==> src/rtl/hint_queue.sv <==
// Witness hint queue: decodes raw hints into a DEPTH-entry FIFO for the step consumer.
// Optional HINT_CHECK_EN adds address-alignment checking to the err flag.
module hint_queue #(
  parameter int ADDR_W = 32,
  parameter int DATA_W = 32,
  parameter int DEPTH  = 4,
  parameter int CNT_W  = 8
) (
  input  logic                     clk,
  input  logic                     rst,
  input  logic                     in_valid,
  output logic                     in_ready,
  input  logic [8+ADDR_W+DATA_W-1:0] raw_hint,
  input  logic                     flush,
  input  logic                     step_clear,
  output logic                     out_valid,
  input  logic                     out_ready,
  output logic [1:0]               mask,
  output logic                     is_write,
  output logic [3:0]               syscall_state,
  output logic [ADDR_W-1:0]        address,
  output logic [DATA_W-1:0]        data,
  output logic [CNT_W-1:0]         hint_count,
  output logic [CNT_W-1:0]         drop_count,
  output logic                     err
);

  localparam int HINT_W = 8 + ADDR_W + DATA_W;
  localparam int AD_W   = ADDR_W + DATA_W;
  localparam int ENT_W  = 7 + AD_W;
  localparam int PW     = $clog2(DEPTH);

  logic [ENT_W-1:0]  r_mem [DEPTH];
  logic [PW-1:0]     r_wp;
  logic [PW-1:0]     r_rp;
  logic [PW:0]       r_occ;
  logic [CNT_W-1:0]  r_hint_cnt;
  logic [CNT_W-1:0]  r_drop_cnt;
  logic              r_err;

  logic [7:0]        w_meta;
  logic [ADDR_W-1:0] w_addr;
  logic [DATA_W-1:0] w_data;
  logic              w_bad;
  logic              w_push;
  logic              w_pop;
  logic              w_store;
  logic              w_take;
  logic              w_drop;
  logic [ENT_W-1:0]  w_head;

  assign w_meta = raw_hint[HINT_W-1 -: 8];
  assign w_addr = raw_hint[DATA_W +: ADDR_W];
  assign w_data = raw_hint[DATA_W-1:0];

`ifdef HINT_CHECK_EN
  assign w_bad = (w_meta[1:0] == 2'd3)
               | ((w_meta[1:0] == 2'd1) & w_addr[0])
               | ((w_meta[1:0] == 2'd2) & (w_addr[1:0] != 2'd0));
`else
  assign w_bad = (w_meta[1:0] == 2'd3);
`endif

  // Occupancy never exceeds DEPTH, so its MSB alone marks full.
  assign in_ready  = !rst && !r_occ[PW];
  assign out_valid = (r_occ != '0);

  assign w_push  = in_valid && in_ready;
  assign w_pop   = out_valid && out_ready;
  assign w_store = w_push && w_meta[7] && !flush;
  assign w_take  = w_pop && !flush;
  assign w_drop  = w_push && !w_meta[7];

  always_ff @(posedge clk) begin
    if (rst) begin
      r_wp       <= '0;
      r_rp       <= '0;
      r_occ      <= '0;
      r_hint_cnt <= '0;
      r_drop_cnt <= '0;
      r_err      <= 1'b0;
    end else begin
      if (flush) begin
        r_wp  <= '0;
        r_rp  <= '0;
        r_occ <= '0;
      end else begin
        if (w_store) r_wp <= r_wp + 1'b1;
        if (w_take)  r_rp <= r_rp + 1'b1;
        if (w_store && !w_take)
          r_occ <= r_occ + (PW+1)'(1);
        else if (!w_store && w_take)
          r_occ <= r_occ - (PW+1)'(1);
      end
      // A pop coinciding with step_clear belongs to the new step.
      if (step_clear)
        r_hint_cnt <= CNT_W'(w_take);
      else if (w_take && !(&r_hint_cnt))
        r_hint_cnt <= r_hint_cnt + 1'b1;
      if (w_drop && !(&r_drop_cnt))
        r_drop_cnt <= r_drop_cnt + 1'b1;
      if (w_store && w_bad)
        r_err <= 1'b1;
    end
  end

  always_ff @(posedge clk) begin
    if (w_store)
      r_mem[r_wp] <= {w_meta[6:0], w_addr, w_data};
  end

  assign w_head        = r_mem[r_rp];
  assign mask          = w_head[AD_W +: 2];
  assign is_write      = w_head[AD_W + 2];
  assign syscall_state = w_head[AD_W + 3 +: 4];
  assign address       = w_head[DATA_W +: ADDR_W];
  assign data          = w_head[DATA_W-1:0];
  assign hint_count    = r_hint_cnt;
  assign drop_count    = r_drop_cnt;
  assign err           = r_err;

endmodule

==> config.mk <==
export PLATFORM = sky130hd
export DESIGN_NAME = hint_queue
export DESIGN_NICKNAME = d
export VERILOG_FILES = /design/src/rtl/hint_queue.sv
export SDC_FILE = /design/constraint.sdc
export NUM_CORES = 1
export LEC_CHECK = 0
export ABC_AREA = 1
export CORE_MARGIN = 3
export CORE_UTILIZATION = 50
export CTS_CLUSTER_SIZE = 14
export DETAILED_ROUTE_END_ITERATION = 16
export PLACE_DENSITY_LB_ADDON = 0.15
export SYNTH_ARGS = -nofsm -noshare
export SYNTH_HDL_FRONTEND = slang
export SYNTH_SLANG_ARGS = --single-unit
==> constraint.sdc <==
create_clock -name clk -period 6.1 [get_ports clk]
set_clock_uncertainty 0.2 [all_clocks]
set_input_delay 1.22 -clock clk [delete_from_list [all_inputs] [get_ports clk]]
set_output_delay 1.22 -clock clk [all_outputs]
set_load 0.02 [all_outputs]
## Word level (Yosys, flattened, before mapping)

Memories as Yosys holds them, arrays and structs flattened. A register that Yosys moved wholly into a read port is not among the register bits.
Cells that the tools add are included.

- Multiplexer cells: 8
- Equal/unequal tests: 1
- Add/sub/neg operators: 6
- Reductions and logical operators: 27

Operator list:

| operator | number |
|---|---|
| $add A8 B1 Y8 const B | 2 |
| $reduce_and A8 Y1 | 2 |
| $logic_and A1 B1 Y1 | 12 |
| $logic_not A1 Y1 | 8 |
| $mux W3 | 2 |
| $add A2 B1 Y2 const B | 2 |
| $mux W1 | 4 |
| $mux W2 | 2 |
| $reduce_bool A2 Y1 | 2 |
| $reduce_or A2 Y1 | 2 |
| $add A3 B1 Y3 const B | 1 |
| $reduce_bool A3 Y1 | 1 |
| $sub A3 B1 Y3 const B | 1 |
| $eq A2 B2 Y1 const B | 1 |

- Output and inout port bits: 90
- Memories kept: 1
- Word-level logic and storage cells: 50
- Register bits: 24
- Memory bits (writable): 284
- Input port bits: 78

Memories:

| name | depth | width | rd ports | clocked after Yosys merged registers in | wr ports | line | RTL |
|---|---|---|---|---|---|---|---|
| r_mem | 4 | 71 | 1 | 1 | 1 | 33 | `logic [ENT_W-1:0] r_mem [DEPTH];` |

## Longest topological paths before layout

Gate-level depths: netlist of run 1.

- Depth after elaboration: 9
- Mapped depth: 11
- Gate-level depth less buffers: 11

## Worst setup path after synthesis of run 1

OpenSTA, ideal clock, no wires.

- Kind: in2reg
- Start: input rst
- End: memory r_mem[0][0] (netlist bit) (enable)
- Stages on the path: 5
- Path slack: 0.660 ns
- Data required time: 5.400 ns
- Arrival time: 4.740 ns
- Path buffers: 0
- Setup time: 0.500 ns
- Cell sequence: nor2_4 > nand3_1 > nor2_2 > inv_1 > nor2_1

- Cells in the longest elaborated chain, start to end: 7

Ends and longest elaborated chain:

| item | line | RTL |
|---|---|---|
| start: declaration | 10 | `input logic rst,` |
| $logic_not A1 Y1 | 65 | `assign in_ready = !rst && !r_occ[PW];` |
| $logic_and A1 B1 Y1 | 65 |  |
| $logic_and A1 B1 Y1 | 68 | `assign w_push = in_valid && in_ready;` |
| $logic_and A1 B1 Y1 (2 in series) | 70 | `assign w_store = w_push && w_meta[7] && !flush;` |
| named net w_store | 47 | `logic w_store;` |
| $mux W1 | 108 | `if (w_store)` |
| $mux W1 (not written as such) | 109 | `r_mem[r_wp] <= {w_meta[6:0], w_addr, w_data};` |
| end: declaration | 33 |  |

The timed path passes the listed nets, and every way through them passes these cells.

==> impl_metrics.py, run 1 <==
metrics = {
    "outcome": {
        "status": "complete, no violations",
    },
    "worst_setup_path": {
        "cp.arrival_ns": 3.32,
        "reg2reg_from": "r_occ[2]",
        "crit_path_max_incr_delay_ns": 0.75,
        "start_kind": "flip-flop",
        "worstPathCellList": "buf_4 > o21ai_0 > o22ai_1 > clkdlybuf4s50_1",
        "critPathTopFamily": "buffers and inverters",
        "path_buf_inv": 2,
        "reg2reg_to": "r_mem[2][47]",
        "end_kind": "primary output",
        "crit_slowest_cell": "dfxtp_4",
        "critPathKind": "flip-flop to primary output",
        "path_max_fanout": 80,
        "worst_r2r_path_depth": 6,
        "cp.required_ns": 4.68,
        "rrSetupSlack_ns": 3.46,
    },
    "logic_synthesis": {
        "synth_async_sr_flop_share_pct": 0,
        "syn-num-nets": 968,
        "ys_top_cells_by_area": "edfxtp_1, o21ai_0, nor2_1",
        "synth_top_cell_area_share_pct": 72.2,
        "yosys.area.top_type": "edfxtp_1",
        "syn_avg_cell_area_um2": 13.4,
        "synthCells": 882,
        "synth_seq_cells": 310,
        "synth-main-ff-cell": "edfxtp_1",
        "syn_area_um2": 11800,
        "yosysUniqueCellTypes": 29,
        "synth_seq_area_share_pct": 76.6,
        "yosysWarnings": 0,
        "synth_edf_count": 284,
        "yosysMostFrequentCell": "edfxtp_1",
        "yosys-top-cells-count": "edfxtp_1, nor2_1, o21ai_0",
    },
    "clock_network": {
        "post_cts_resized": 0,
        "cts_setup_buffers": 0,
        "cts_tree": "done",
        "clk_pin_slew_ns": 0.06,
        "clkLatencyLatePin_ns": 0.53,
        "cts_root_buf": "clkbuf_16",
        "cts_buffers": 30,
        "cts.htree.levels": 1,
        "hold_buffers": 0,
        "clock_path_buffers": 3,
        "cts_sinks": 310,
    },
    "global_route": {
        "grt_max_degree": 111,
        "track_usage_pct": 18.7,
        "grt_overflow": 0,
        "grt_pass1_vias": 7336,
        "antenna_found_initial": 1,
        "grt_pass1_wl_mm": 38.6,
    },
    "drt": {
        "first_pass_iters": 4,
        "drtIter0Drc": 456,
        "viasPerCell": 5.28,
        "antenna_left": 0,
        "wl_per_cell_um": 17.6,
        "num_vias": 7299,
        "drc_errors": 0,
        "routed_wl_mm": 24.3,
    },
    "layout": {
        "drive_gt1_share_pct": 7.20,
        "area_growth_pct": 24.9,
        "antenna_cells": 0,
        "nNetsFinal": 1133,
    },
    "die": {
        "rows": 55,
        "die_w_um": 160,
        "ioPinCount": 168,
        "core_um2": 22900,
        "initial_core_util_pct": 51.5,
        "die_y_um": 160,
        "dieArea_um2": 25500,
    },
    "power": {
        "ir_drop_uv": 227,
        "powerDensity_nw_per_um2": 289,
        "power.leakage_uw": 0.00489,
    },
    "sta": {
        "rsz0062_at_grt": "false",
        "period_share_pct": 77.8,
        "hold_viol_final": 0,
        "max_freq_mhz": 211,
        "fin_crit_ns": 4.74,
        "finalSetupTns_ns": 0,
        "worstMarginPinSlew_ns": 1.07,
        "setup_viol": 0,
        "hold_slack_ns": 0.258,
        "drv_slew": 0,
        "slew_headroom_pct": 28.5,
    },
    "place": {
        "hpwl_mm": 14.0,
        "gp_congestion": 0.776,
        "portBuffers": 167,
    },
    "worst_hold_path": {
        "whs_path_depth": 2,
        "hold_start": "r_rp[1]",
        "holdCritPathClass": "flip-flop to flip-flop",
    },
    "run": {
        "maxCapViolCount": 0,
    },
}
[report_power, final]
part           internal [uW]  switching, uW
Combinational           76.1           77.8
Clock                   1050            730
Sequential              2330           4.92
Total                   3450            813
[layer usage]
layer	GRT usage (%)	vias up	share of wire, %
met5	0	-	0.053
met4	4.89	2	2.1
met2	31.8	186	49
li1	-	3562	-
met1	24.6	3506	43
met3	3.97	43	6.0
[state kept, by name, summed over array words and instances (netlist names), named ones only]
name        count
drop_count      8
err             1
hint_count      8
r_mem         284
r_occ           3
r_rp            2
r_wp            2
[cell type report]
type	count	area, um^2
flip-flops and latches	310	9050
fillers	1756	8160
multi-input cells	494	2470
repair buffers	180	1770
clock buffers	38	802
well taps	313	392
clock inverters	17	153
inverters	31	119
[worst max-delay path by stage]
stage	startpoint	end	slack, ns	cells after the start
after detailed placement	rst	r_mem[2][41]	1.89	7
after CTS	flip-flop	address[27]	1.36	4
final	flip-flop	address[27]	1.36	4
after floorplan	rst	r_mem[0][0]	0.66	5
after global placement	rst	r_mem[2][48]	1.96	7
after global routing	flip-flop	data[2]	1.19	5
[kinds of logic (layout without fill, tap and decap cells)]
kind of cell               after synthesis  count (layout)  synth area share, %
DFF                                    310             310                 76.6
AOI/OAI and AO/OA                      242             242                 11.1
and+or+nand+nor                        238             238                 8.17
buffers and inverters                   78             266                 2.73
adders and majority gates                8               8                0.911
xor gates and xnor gates                 6               6                0.445
[per-stage QoR]
step	instance area [um^2]	utilization, %	total power (uW)	setup WS, ns	std cells
2_1_floorplan	11800	-	2430	0.660	882
3_3_place_gp	13800	60.2	2530	1.96	1328
3_5_place_dp	13800	60.2	2530	1.89	1328
4_1_cts	14800	64.4	4310	1.36	1383
5_1_grt	14800	64.4	4400	1.19	1383
6_report	14800	64.4	4270	1.36	1383
[cell usage in the layout (no fill, tap or decap), types with 4 or more instances in the layout]
master | synthesis | final
inv_1 | 29 | 28
clkinv_1 | 0 | 6
o22ai_1 | 71 | 71
nand2_1 | 45 | 45
a21oi_1 | 16 | 16
nor2_2 | 4 | 4
ha_1 | 7 | 7
nor2_4 | 3 | 7
edfxtp_1 | 284 | 284
clkinv_2 | 0 | 8
buf_4 | 2 | 13
dfxtp_1 | 26 | 24
clkdlybuf4s50_1 | 0 | 167
o21ai_0 | 148 | 148
xor2_1 | 6 | 6
nor2_1 | 166 | 162
clkbuf_1 | 32 | 7
nand3_1 | 10 | 10
clkbuf_16 | 0 | 31
[tightest hold or removal path: stages (launching register included)]
cell and delay, ns:
dfxtp_1 0.31, inv_1 0.05, a21oi_1 0.06
Power figures use the tool's default switching activity.
==> run 2: changes to the inputs <==
--- a/config.mk
+++ b/config.mk
@@ -7,7 +7,7 @@
 export LEC_CHECK = 0
 export ABC_AREA = 1
 export CORE_MARGIN = 3
-export CORE_UTILIZATION = 50
+export CORE_UTILIZATION = 49
 export CTS_CLUSTER_SIZE = 14
 export DETAILED_ROUTE_END_ITERATION = 16
 export PLACE_DENSITY_LB_ADDON = 0.15
==> constraint.sdc (replaced) <==
create_clock -name clk -period 3.84 [get_ports clk]
set_clock_uncertainty 0.2 [all_clocks]
set_input_delay 0.768 -clock clk [delete_from_list [all_inputs] [get_ports clk]]
set_output_delay 0.768 -clock clk [all_outputs]
set_load 0.02 [all_outputs]
==> run 2 against run 1 <==
Net effect: cell count is 0.94% higher; sequential cell count stayed put; final area is 0.87% higher; die area is 2.0% higher; first-iteration DRC count is 22% higher; register-to-register slack worse by 1.7 ns; critical path type unchanged; critical endpoint unchanged; largest power group unchanged.
==> impl_metrics.py, run 2 (synthesis gave the netlist of run 1 again) <==
metrics = {
    "worst_setup_path": {
        "critPathKind": "flip-flop to primary output",
        "end_kind": "primary output",
        "crit_slowest_cell": "clkdlybuf4s50_1",
        "crit_path_max_incr_delay_ns": 0.66,
        "worstPathCellList": "buf_12 > o21ai_0 > o22ai_1 > clkdlybuf4s50_1",
        "cp.arrival_ns": 2.76,
        "cp.required_ns": 2.87,
        "path_max_fanout": 114,
        "start_kind": "flip-flop",
        "reg2reg_from": "r_occ[2]",
    },
    "power": {
        "p_sw_uw": 1340,
        "total_power_uw": 6770,
        "ir_drop_uv": 370,
        "power.leakage_uw": 0.00493,
        "sw_frac_of_total_pct": 19.8,
        "pwr-share-seq_pct": 54.8,
        "p_int_uw": 5430,
        "combPwrFrac_pct": 3.7,
        "powerDensity_nw_per_um2": 455,
        "clkPwrFrac_pct": 41.6,
    },
    "layout": {
        "nNetsFinal": 1138,
        "largest_register_ffs": 284,
        "final_common_cell": "edfxtp_1",
        "fillers": 1812,
        "regMostFlops": "r_mem",
        "drive_gt1_share_pct": 7.62,
        "layout_common_cells": "edfxtp_1, clkdlybuf4s50_1, nor2_1",
        "area_growth_pct": 26.0,
        "final_util_pct": 63.1,
        "final_area_um2": 14900,
    },
    "drt": {
        "routed_wl_mm": 25.1,
        "num_vias": 7449,
        "first_pass_iters": 5,
        "drtIter0Drc": 557,
        "viasPerCell": 5.34,
        "drc_errors": 0,
        "wl_per_cell_um": 18.0,
        "antenna_left": 0,
    },
    "place": {
        "postPlaceCellArea_um2": 13900,
        "hpwl_mm": 14.6,
        "gp_congestion": 0.786,
        "portBuffers": 167,
        "dp_slack_ns": 0.677,
    },
    "die": {
        "initial_core_util_pct": 50.0,
        "core_um2": 23600,
        "rows": 56,
        "die_y_um": 161,
        "ioPinCount": 168,
        "die_w_um": 161,
        "dieArea_um2": 26000,
    },
    "sta": {
        "drv_slew": 0,
        "rsz0062_at_grt": "true",
        "fin_crit_ns": 3.73,
        "hold_slack_ns": 0.280,
        "max_freq_mhz": 268,
        "hold_viol_final": 0,
        "period_share_pct": 97.0,
        "worstMarginPinSlew_ns": 0.618,
        "setup_viol": 0,
        "slew_headroom_pct": 58.8,
        "setup_ws_ns": 0.115,
    },
    "clock_network": {
        "cts.htree.levels": 1,
        "cts_sinks": 310,
        "cts_tree": "done",
        "cts_root_buf": "clkbuf_16",
        "hold_buffers": 0,
        "clkLatencyLatePin_ns": 0.55,
        "cts_setup_buffers": 0,
        "clk_pin_slew_ns": 0.07,
        "clock_path_buffers": 3,
        "cts_buffers": 31,
    },
    "global_route": {
        "grt_pass1_vias": 7268,
        "antenna_found_initial": 1,
        "grt_overflow": 0,
        "grt_max_degree": 115,
        "grt_pass1_wl_mm": 39.5,
        "track_usage_pct": 19.0,
    },
    "worst_hold_path": {
        "hold_start": "r_rp[1]",
        "holdCritPathClass": "flip-flop to flip-flop",
    },
    "outcome": {
        "status": "complete, no violations",
    },
    "run": {
        "maxCapViolCount": 0,
    },
}
==> run 2: cell types whose count changed in the layout (fill, tap and decap cells not counted) <==
cell,before,now
clkinv_4,0,2
buf_4,13,9
buf_12,0,7
diode_2,0,1
clkbuf_1,7,4
clkinvlp_4,0,1
clkinv_2,8,6
bufinv_16,3,2
inv_6,0,1
buf_6,0,1
clkinv_1,6,10
==> run 2: area by class of cell <==
type / instances / area (um^2) / area share (%)
tap: 319 / 399 / 2.68
sequential: 310 / 9050 / 60.8
inverter: 31 / 119 / 0.798
clock buffer: 35 / 791 / 5.31
antenna: 1 / 2.50 / 0.0168
multi-input combinational: 494 / 2470 / 16.6
timing repair buffer: 184 / 1890 / 12.7
clock inverter: 22 / 161 / 1.08
==> run 2: power by group through the flow <==
| stage | combinational (uW) | sequential (uW) | clock (uW) |
|---|---|---|---|
| after global placement | 248 | 3780 | 0 |
| after CTS | 251 | 3710 | 2880 |
| after floorplan | 75.2 | 3780 | 0 |
| after global routing | 268 | 3710 | 3000 |
| after detailed placement | 250 | 3780 | 0 |
| final | 248 | 3710 | 2810 |
==> run 2: routing by layer <==
| metal | GRT usage [%] | vias up | wire [um] | share of wire [%] |
|---|---|---|---|---|
| met5 | 0 | - | 14 | 0.056 |
| met4 | 3.99 | 2 | 310 | 1.2 |
| met3 | 4.15 | 29 | 1710 | 6.8 |
| met2 | 31.1 | 208 | 12000 | 48 |
| met1 | 26.8 | 3628 | 11100 | 44 |
| li1 | - | 3582 | - | - |
==> run 2: timing repair <==
action                                 in CTS  in global routing
setup endpoints to repair                   0                  7
endpoints found under the hold margin       0                  0
resized for setup                           0                  1
==> run 2: worst paths after layout <==
| kind | slack [ns] | endpoint | depth (start not counted) |
|---|---|---|---|
| worst max-delay path | 0.11 | address[27] | 4 |
| worst min-delay path | 0.28 | flip-flop | 2 |
| worst max register to register | 1.73 | r_occ[2] | 11 |
| worst min register to register | 0.28 | flip-flop | 2 |
==> run 2: worst max-delay path: cells and delay by family, from the launching register on <==
family          cells  cell delay [ns]
flops               1             0.55
buf+inv             2             1.04
compound gates      2             0.53
==> run 2: metrics by stage <==
step / instances / TNS [ns]
finish: 1396 / 0
floorplan: 882 / -326.11
global route: 1395 / -0.187
global placement: 1338 / 0
detailed placement: 1338 / 0
CTS: 1395 / 0
